--- src/rtl/meas_display_pkg.sv ---
// Shared definitions for the distance display: converter FSM encoding and 7-segment codes.
package meas_display_pkg;

  typedef enum logic {
    IDLE  = 1'b0,
    SHIFT = 1'b1
  } state_t;

  // Segment order {g,f,e,d,c,b,a}, active-high
  localparam logic [6:0] SEG_0     = 7'h3F;
  localparam logic [6:0] SEG_1     = 7'h06;
  localparam logic [6:0] SEG_2     = 7'h5B;
  localparam logic [6:0] SEG_3     = 7'h4F;
  localparam logic [6:0] SEG_4     = 7'h66;
  localparam logic [6:0] SEG_5     = 7'h6D;
  localparam logic [6:0] SEG_6     = 7'h7D;
  localparam logic [6:0] SEG_7     = 7'h07;
  localparam logic [6:0] SEG_8     = 7'h7F;
  localparam logic [6:0] SEG_9     = 7'h6F;
  localparam logic [6:0] SEG_BLANK = 7'h00;

  function automatic logic [6:0] seg_decode(input logic [3:0] digit);
    case (digit)
      4'd0:    return SEG_0;
      4'd1:    return SEG_1;
      4'd2:    return SEG_2;
      4'd3:    return SEG_3;
      4'd4:    return SEG_4;
      4'd5:    return SEG_5;
      4'd6:    return SEG_6;
      4'd7:    return SEG_7;
      4'd8:    return SEG_8;
      4'd9:    return SEG_9;
      default: return SEG_BLANK;
    endcase
  endfunction

endpackage

--- src/rtl/bin2bcd_seq.sv ---
// Sequential 8-bit double-dabble: one add-3/shift step per cycle, 8 cycles per conversion.
module bin2bcd_seq
  import meas_display_pkg::*;
(
  input  logic        clock,
  input  logic        nReset,
  input  logic        start,
  input  logic [7:0]  din,
  output logic        busy,
  output logic        done,
  output logic [11:0] bcd
);

  state_t      state, state_nxt;
  logic [7:0]  sh;
  logic [11:0] acc;
  logic [2:0]  cnt;
  logic [11:0] acc_adj;
  logic [19:0] shifted;
  logic        load;

  function automatic logic [3:0] add3(input logic [3:0] n);
    return (n >= 4'd5) ? n + 4'd3 : n;
  endfunction

  assign acc_adj = {add3(acc[11:8]), add3(acc[7:4]), add3(acc[3:0])};
  assign shifted = {acc_adj, sh} << 1;
  assign busy    = (state == SHIFT);
  assign done    = (state == SHIFT) && (cnt == 3'd7);
  // A start on the final shift cycle chains straight into the next conversion
  assign load    = start && ((state == IDLE) || done);

  always_comb begin
    state_nxt = state;
    case (state)
      IDLE:    if (start) state_nxt = SHIFT;
      SHIFT:   if (done && !start) state_nxt = IDLE;
      default: state_nxt = IDLE;
    endcase
  end

  always_ff @(posedge clock or negedge nReset) begin
    if (!nReset) begin
      state <= IDLE;
      sh    <= '0;
      acc   <= '0;
      cnt   <= '0;
      bcd   <= '0;
    end else begin
      state <= state_nxt;
      if (done)
        bcd <= shifted[19:8];
      if (load) begin
        sh  <= din;
        acc <= '0;
        cnt <= '0;
      end else if (state == SHIFT) begin
        acc <= shifted[19:8];
        sh  <= shifted[7:0];
        cnt <= cnt + 3'd1;
      end
    end
  end

endmodule

--- src/rtl/meas_display.sv ---
// Captures distance results on measReady rising edges, converts to BCD and scans a 3-digit display.
module meas_display
  import meas_display_pkg::*;
#(
  parameter int REFRESH_DIV   = 100,
  parameter bit BLANK_LEADING = 1'b1
) (
  input  logic        clock,
  input  logic        nReset,
  input  logic [7:0]  meas,
  input  logic        measReady,
  output logic [11:0] bcd,
  output logic        valid,
  output logic        busy,
  output logic [6:0]  seg,
  output logic [2:0]  an
);

  localparam int              CNT_W   = (REFRESH_DIV > 1) ? $clog2(REFRESH_DIV) : 1;
  localparam logic [CNT_W-1:0] CNT_MAX = CNT_W'(REFRESH_DIV - 1);

  logic             ready_q;
  logic             rise;
  logic             pend_vld;
  logic [7:0]       pend_val;
  logic             conv_start;
  logic [7:0]       conv_din;
  logic             conv_busy;
  logic             conv_done;
  logic [CNT_W-1:0] ref_cnt;
  logic [1:0]       dig_idx;
  logic [3:0]       nib;
  logic             blank;

  assign rise = measReady && !ready_q;

  // A fresh edge always beats an older pending value
  assign conv_start = (rise && (!conv_busy || conv_done)) || (conv_done && pend_vld);
  assign conv_din   = rise ? meas : pend_val;
  assign busy       = conv_busy;

  bin2bcd_seq u_conv (
    .clock  (clock),
    .nReset (nReset),
    .start  (conv_start),
    .din    (conv_din),
    .busy   (conv_busy),
    .done   (conv_done),
    .bcd    (bcd)
  );

  always_ff @(posedge clock or negedge nReset) begin
    if (!nReset) begin
      ready_q  <= 1'b0;
      pend_vld <= 1'b0;
      pend_val <= '0;
      valid    <= 1'b0;
    end else begin
      ready_q <= measReady;
      if (conv_done) begin
        pend_vld <= 1'b0;
        valid    <= 1'b1;
      end else if (rise && conv_busy) begin
        pend_vld <= 1'b1;
        pend_val <= meas;
      end
    end
  end

  always_ff @(posedge clock or negedge nReset) begin
    if (!nReset) begin
      ref_cnt <= '0;
      dig_idx <= 2'd0;
    end else if (ref_cnt == CNT_MAX) begin
      ref_cnt <= '0;
      dig_idx <= (dig_idx == 2'd2) ? 2'd0 : dig_idx + 2'd1;
    end else begin
      ref_cnt <= ref_cnt + CNT_W'(1);
    end
  end

  assign an = 3'b001 << dig_idx;

  // seg and an both derive from dig_idx, so they cannot drift apart
  always_comb begin
    nib   = bcd[3:0];
    blank = !valid;
    case (dig_idx)
      2'd1: begin
        nib = bcd[7:4];
        if (BLANK_LEADING && bcd[11:8] == 4'd0 && bcd[7:4] == 4'd0) blank = 1'b1;
      end
      2'd2: begin
        nib = bcd[11:8];
        if (BLANK_LEADING && bcd[11:8] == 4'd0) blank = 1'b1;
      end
      default: nib = bcd[3:0];
    endcase
    seg = blank ? SEG_BLANK : seg_decode(nib);
  end

endmodule
--- config.mk ---
export PLATFORM = sky130hd
export DESIGN_NAME = meas_display
export DESIGN_NICKNAME = d
export VERILOG_FILES = /design/src/rtl/meas_display_pkg.sv /design/src/rtl/bin2bcd_seq.sv /design/src/rtl/meas_display.sv
export SDC_FILE = /design/constraint.sdc
export NUM_CORES = 1
export LEC_CHECK = 0
export CAP_MARGIN = 20
export CORE_ASPECT_RATIO = 1.25
export CORE_MARGIN = 2
export CORE_UTILIZATION = 45
export DETAILED_ROUTE_END_ITERATION = 8
export HOLD_SLACK_MARGIN = 0.05
export PLACE_DENSITY = 0.68
export SLEW_MARGIN = 20
export SYNTH_ARGS = -nofsm -noshare
export SYNTH_HDL_FRONTEND = slang
export SYNTH_SLANG_ARGS = --single-unit
--- constraint.sdc ---
create_clock -name clock -period 5.6 [get_ports clock]
set_input_delay 1.12 -clock clock [delete_from_list [all_inputs] [get_ports clock]]
set_output_delay 1.12 -clock clock [all_outputs]
set_load 0.01 [all_outputs]
---- Word-level counts from Yosys, hierarchy flattened ----
Memory sizes are Yosys's and may differ from the RTL's.
Index checks and enable logic that the tools add are counted.
storage, ports and cells
  logic and storage cells ................. 70
  memories kept ........................... 1
  bits in registers ....................... 56
  bits in read-only memories .............. 112
cells by class
  mux-type cells .......................... 22
  eq/ne operators ......................... 4
  reductions and logical operators ........ 20
  $lt $le $gt $ge ......................... 3
  bitwise operators ....................... 2
  $add $sub $neg .......................... 6
  shift operators ......................... 1
memories
  name             depth  width  rd ports  clocked after memory_dff  write ports  RTL line                RTL
  (no name shown)  16     7      1         0                         0            meas_display_pkg.sv:23  case (digit)
operators by type and width
  cell                                                                count
  two-way mux 12 bit                                                  2
  two-way mux 8 bit                                                   3
  two-way mux 7 bit                                                   2
  greater-or-equal comparator 4 x 3 -> 1 bit (second input constant)  3
  two-way mux 3 bit                                                   3
  adder 4 x 2 -> 4 bit (second input constant)                        2
  logical AND 1 bit                                                   8
  zero test 4 bit                                                     2
  two-way mux 4 bit                                                   2
  case mux 4 bit (2 select lines)                                     1
  adder 7 x 1 -> 7 bit (second input constant)                        1
  equality test 7 bit (second input constant)                         1
  two-way mux 1 bit                                                   6
  zero test 1 bit                                                     4
  case mux 1 bit (2 select lines)                                     2
  nonzero test 2 bit                                                  2
  adder 3 x 1 -> 3 bit (second input constant)                        1
  adder 3 x 2 -> 3 bit (second input constant)                        1
  equality test 3 bit (second input constant)                         1
  logical OR 1 bit                                                    3
  << shifter 1 x 2 -> 3 bit (first input constant)                    1
  adder 2 x 1 -> 2 bit (second input constant)                        1
  equality test 2 x 1 -> 1 bit (second input constant)                1
  equality test 2 bit (second input constant)                         1
  3 further kinds                                                     4

---- Depth between registers and ports, before layout ----
  depth after elaboration ................. 9
  mapped depth ............................ 9
  depth with buffers taken out ............ 9

---- Modules after synthesis ----
A second synthesis with hierarchy kept.
unflattened totals
  cells, all modules ...................... 298
  area, all modules ....................... 3188.1 sq um
by module, submodules not included
  module        cells each  area each (sq um)  instances  seq. area each (sq um)
  bin2bcd_seq   176         1829.3             1          900.9
  meas_display  122         1358.8             1          500.5

---- Worst setup path after synthesis ----
OpenSTA, ideal clock, no wires.
  path type ............................... register to output
  from .................................... register dig_idx[0]
  to ...................................... output port seg[3]
  stages on the path, launching flop included .. 9
  data arrival time ....................... 2.023 ns
  setup slack ............................. 2.457 ns
  cell sequence ........................... dfrtp_1 > inv_1 > ha_1 > a22o_2 > mux2i_4 > inv_1 > ha_1 > mux2_2 > a21oi_1
on the way
  word-level cells in the longest chain between the ends .. 4
  elaborated cells between the ends (all ways) .. 6
  classes of those cells .................. eq/ne (2); mux (3); memory (1)
RTL lines
  element                                                              RTL line            RTL
  start, declared                                                      meas_display.sv:31  logic [1:0] dig_idx;
  start signal, assigned                                               meas_display.sv:76  dig_idx <= (dig_idx == 2'd2) ? 2'd0 : dig_idx + 2'd1;
  equality test 2 bit or equality test 2 x 1 -> 1 bit (tied branches)  meas_display.sv:88  case (dig_idx)
  case mux 4 bit (2 select lines)                                      meas_display.sv:88
  memory (16 x 7 bit)                                                  -
  two-way mux 7 bit (*)                                                meas_display.sv:99  seg = blank ? SEG_BLANK : seg_decode(nib);
  end, declared                                                        meas_display.sv:15  output logic [6:0] seg,
Every way passes the cells marked *; elsewhere a longest branch is shown, timed or not.

---- Worst setup path in the final report ----
Same ends and word-level chain as after synthesis.

==> run summary <==
Mapped Cells -> 282
DPL Wire Length -> 3.77 mm
Pre-Repair DR Iteration Count -> 4
number of antenna repair diodes -> 0
Iteration-0 DRC Markers -> 95
Post-CTS Setup Inserts -> 0
Mean Syn Cell Area -> 10.7 sq um
post-cts resize count -> 0
Least-Margin Pin Slew -> 1.07 ns
register area -> 1400 sq um
CP required -> 4.48 ns
vias in the first global route -> 2083
cells on worst reg2reg path -> 5
Layout Cells excl Fill -> 403
worst reg-to-reg setup slack -> 3.23 ns
clock-pin slew on the worst setup and hold paths -> 0.10 ns
count of unique library cells instantiated by Yosys -> 33
crit-path max FO -> 6
status -> complete, no violations
Post-Synth Simple-Gate Area -> 0.121
Async SR Flop Fraction -> 1.00
antenna-violating nets left -> 0
Hold WS -> 0.495 ns
min Tclk post-route -> 4.19 ns
first-pass GRT wire length -> 9.49 mm
Die W -> 77.3 um
GP Congestion -> 0.772
Root Driver -> clkbuf_8
flops & latches, synth -> 56
IO Count -> 35
buffers added on ports -> 34
num rows -> 33
max_cap viols -> 0
Core Box Area -> 6520 sq um
Post-Route Skew -> 0.00959 ns
nets -> 345
Fillers -> 620
crit path launch -> dig_idx[0]$_DFFE_PN0N_
CTS HTree Levels -> 2
slew margin rel. -> 0.289
Slew Limit Fails -> 0
share of cells above drive strength 1 -> 0.120
Die Span Y -> 95.6 um
Mapped Nets -> 312
Final setup viols -> 0
Seq/Total Area, Yosys -> 0.464
vias after detailed routing -> 2098
CP Capture Type -> primary output
Peak Freq -> 0.239 GHz
GRT busiest layer -> met2
met3 GRT Util -> 0.0256
main combinational cell family by area after synthesis -> multiplexers
Post-synth EDFFs -> 0
Reg-to-Reg End -> u_conv.sh[5]$_DFFE_PN0P_
Area Growth Syn to Fin -> 17.1%
Compound-Gate Fraction of Synth Area -> 0.117
Tcrit/Tclk final -> 0.748
total track usage -> 0.158
Pwr per Cell Area -> 539 nW/um^2
hold endpoint -> ref_cnt[0]$_DFF_PN0_
CTS buffer count -> 5
Setup TNS -> 0 ns
HP Class -> flip-flop to flip-flop
final hold viol count -> 0
Die ar. -> 7390 sq um
Multi-input gate area -> 1520 sq um
Post-Synth Adder-Cell Area -> 0.0787
Overall Power -> 1.91 mW
yosys warns -> 0
Post-Synth XOR/XNOR Area -> 0.0261
initial antenna violation count -> 0
met1 GRT Util -> 0.204
Detailed Route WL -> 5.32 mm
most common flop cell mapped by yosys -> dfrtp_1
r2r startpoint -> ready_q$_DFF_PN0_
Skew-Pair Late Insertion Delay -> 0.30 ns
Critical Path AT -> 3.07 ns
Hold Startpoint -> ref_cnt[0]$_DFF_PN0_
# DRC -> 0
# hold bufs at CTS -> 0
worst hold stages -> 1
synthesized area -> 3020 sq um
crit start category -> flip-flop
WL/cell -> 13.2 um
leakage power total -> 1.59 nW
fraction of synthesized area in multiplexers -> 0.159
clock sinks -> 56
met2 GRT Util -> 0.280
RSZ-0062 raised after global routing -> no
Initial Utilization -> 0.463
Max VDD drop -> 0.240 mV
post-placement cell count -> 395
CTS tree -> done
largest net degree at the start of global routing -> 57
total grt overflow -> 0
Max Buffers Root-to-Sink -> 2
drt via density -> 5.21
Worst Setup Path Type -> flip-flop to primary output
==> layer usage <==
layer | up-vias | routed length [um] | share of wire
li1 | 1047 | - | -
met4 | 0 | 35 | 0.0066
met3 | 4 | 115 | 0.022
met1 | 1017 | 2520 | 0.47
met5 | - | 0 | 0
met2 | 30 | 2650 | 0.50
==> flip-flops by register name, indices dropped and copies added (netlist names) <==
name	cells
u_conv.acc	12
u_conv.bcd	12
pend_val	8
u_conv.sh	8
ref_cnt	7
u_conv.cnt	3
dig_idx	2
pend_vld	1
ready_q	1
u_conv.busy	1
valid	1
==> worst max-delay path, stage by stage, from the launching register on <==
cell and delay (ns):
dfrtp_1 0.39, inv_1 0.09, ha_1 0.54, mux2i_4 0.39, inv_1 0.11, ha_1 0.30
mux2_2 0.26, a21oi_1 0.14, clkdlybuf4s50_1 0.55
==> layout by cell type, fill, tap and decap left out, types with 2 or more instances in the layout <==
cell type	instances
a22oi_1	2
nand2_1	18
dfrtp_1	56
xnor2_1	7
nand3_1	7
mux2i_1	21
buf_4	3
a211oi_1	9
xor2_1	2
a21oi_1	26
nor2_1	24
nor2b_1	8
mux2i_4	3
mux2_2	18
clkbuf_8	5
o21ai_0	14
a22o_2	2
nor3b_1	5
ha_1	19
clkdlybuf4s50_1	33
nand2b_1	5
inv_1	12
and3_1	2
a22o_1	2
==> kinds of logic after synthesis <==
kind of cell	after synthesis
simple gates	74
compound gates	59
flops	56
mux	42
buf+inv	23
fa+ha+maj	19
xor+xnor	9
==> stage by stage <==
step / setup WS, ns / util / cell area, sq um
after floorplan: 2.46 / - / 3020
final: 1.41 / 0.542 / 3540
after global placement: 1.80 / 0.526 / 3430
after detailed placement: 1.73 / 0.526 / 3430
after global routing: 1.12 / 0.542 / 3540
after CTS: 1.38 / 0.542 / 3540
==> worst max-delay path by stage <==
stage,endpoint,slack (ns)
4_1_cts,seg[3],1.38
6_report,seg[3],1.41
2_1_floorplan,seg[3],2.46
3_5_place_dp,seg[3],1.73
5_1_grt,seg[3],1.12
3_3_place_gp,seg[3],1.80
==> cell usage after synthesis, types with 8 or more instances <==
cell | n | share of area
a211oi_1 | 9 | 0.022
a21oi_1 | 26 | 0.043
dfrtp_1 | 56 | 0.46
ha_1 | 19 | 0.079
inv_1 | 12 | 0.015
mux2_2 | 18 | 0.067
mux2i_1 | 21 | 0.070
nand2_1 | 18 | 0.022
nor2_1 | 24 | 0.030
nor2b_1 | 8 | 0.017
o21ai_0 | 14 | 0.023
==> cell type report <==
cell class / instances / area share
clock inverter: 2 / 0.00990
clock buffer: 6 / 0.0205
multi-input combinational: 203 / 0.429
inverter: 12 / 0.0127
tap: 87 / 0.0308
sequential: 56 / 0.396
timing repair buffer: 37 / 0.101
==> where the power goes <==
group | leakage (nW) | internal, mW | total (mW) | switching [mW]
clock | 0.0552 | 0.133 | 0.260 | 0.127
combinational | 0.858 | 0.499 | 0.957 | 0.459
sequential | 0.681 | 0.559 | 0.690 | 0.131
total | 1.59 | 1.19 | 1.91 | 0.717
Power figures use the tool's default switching activity.
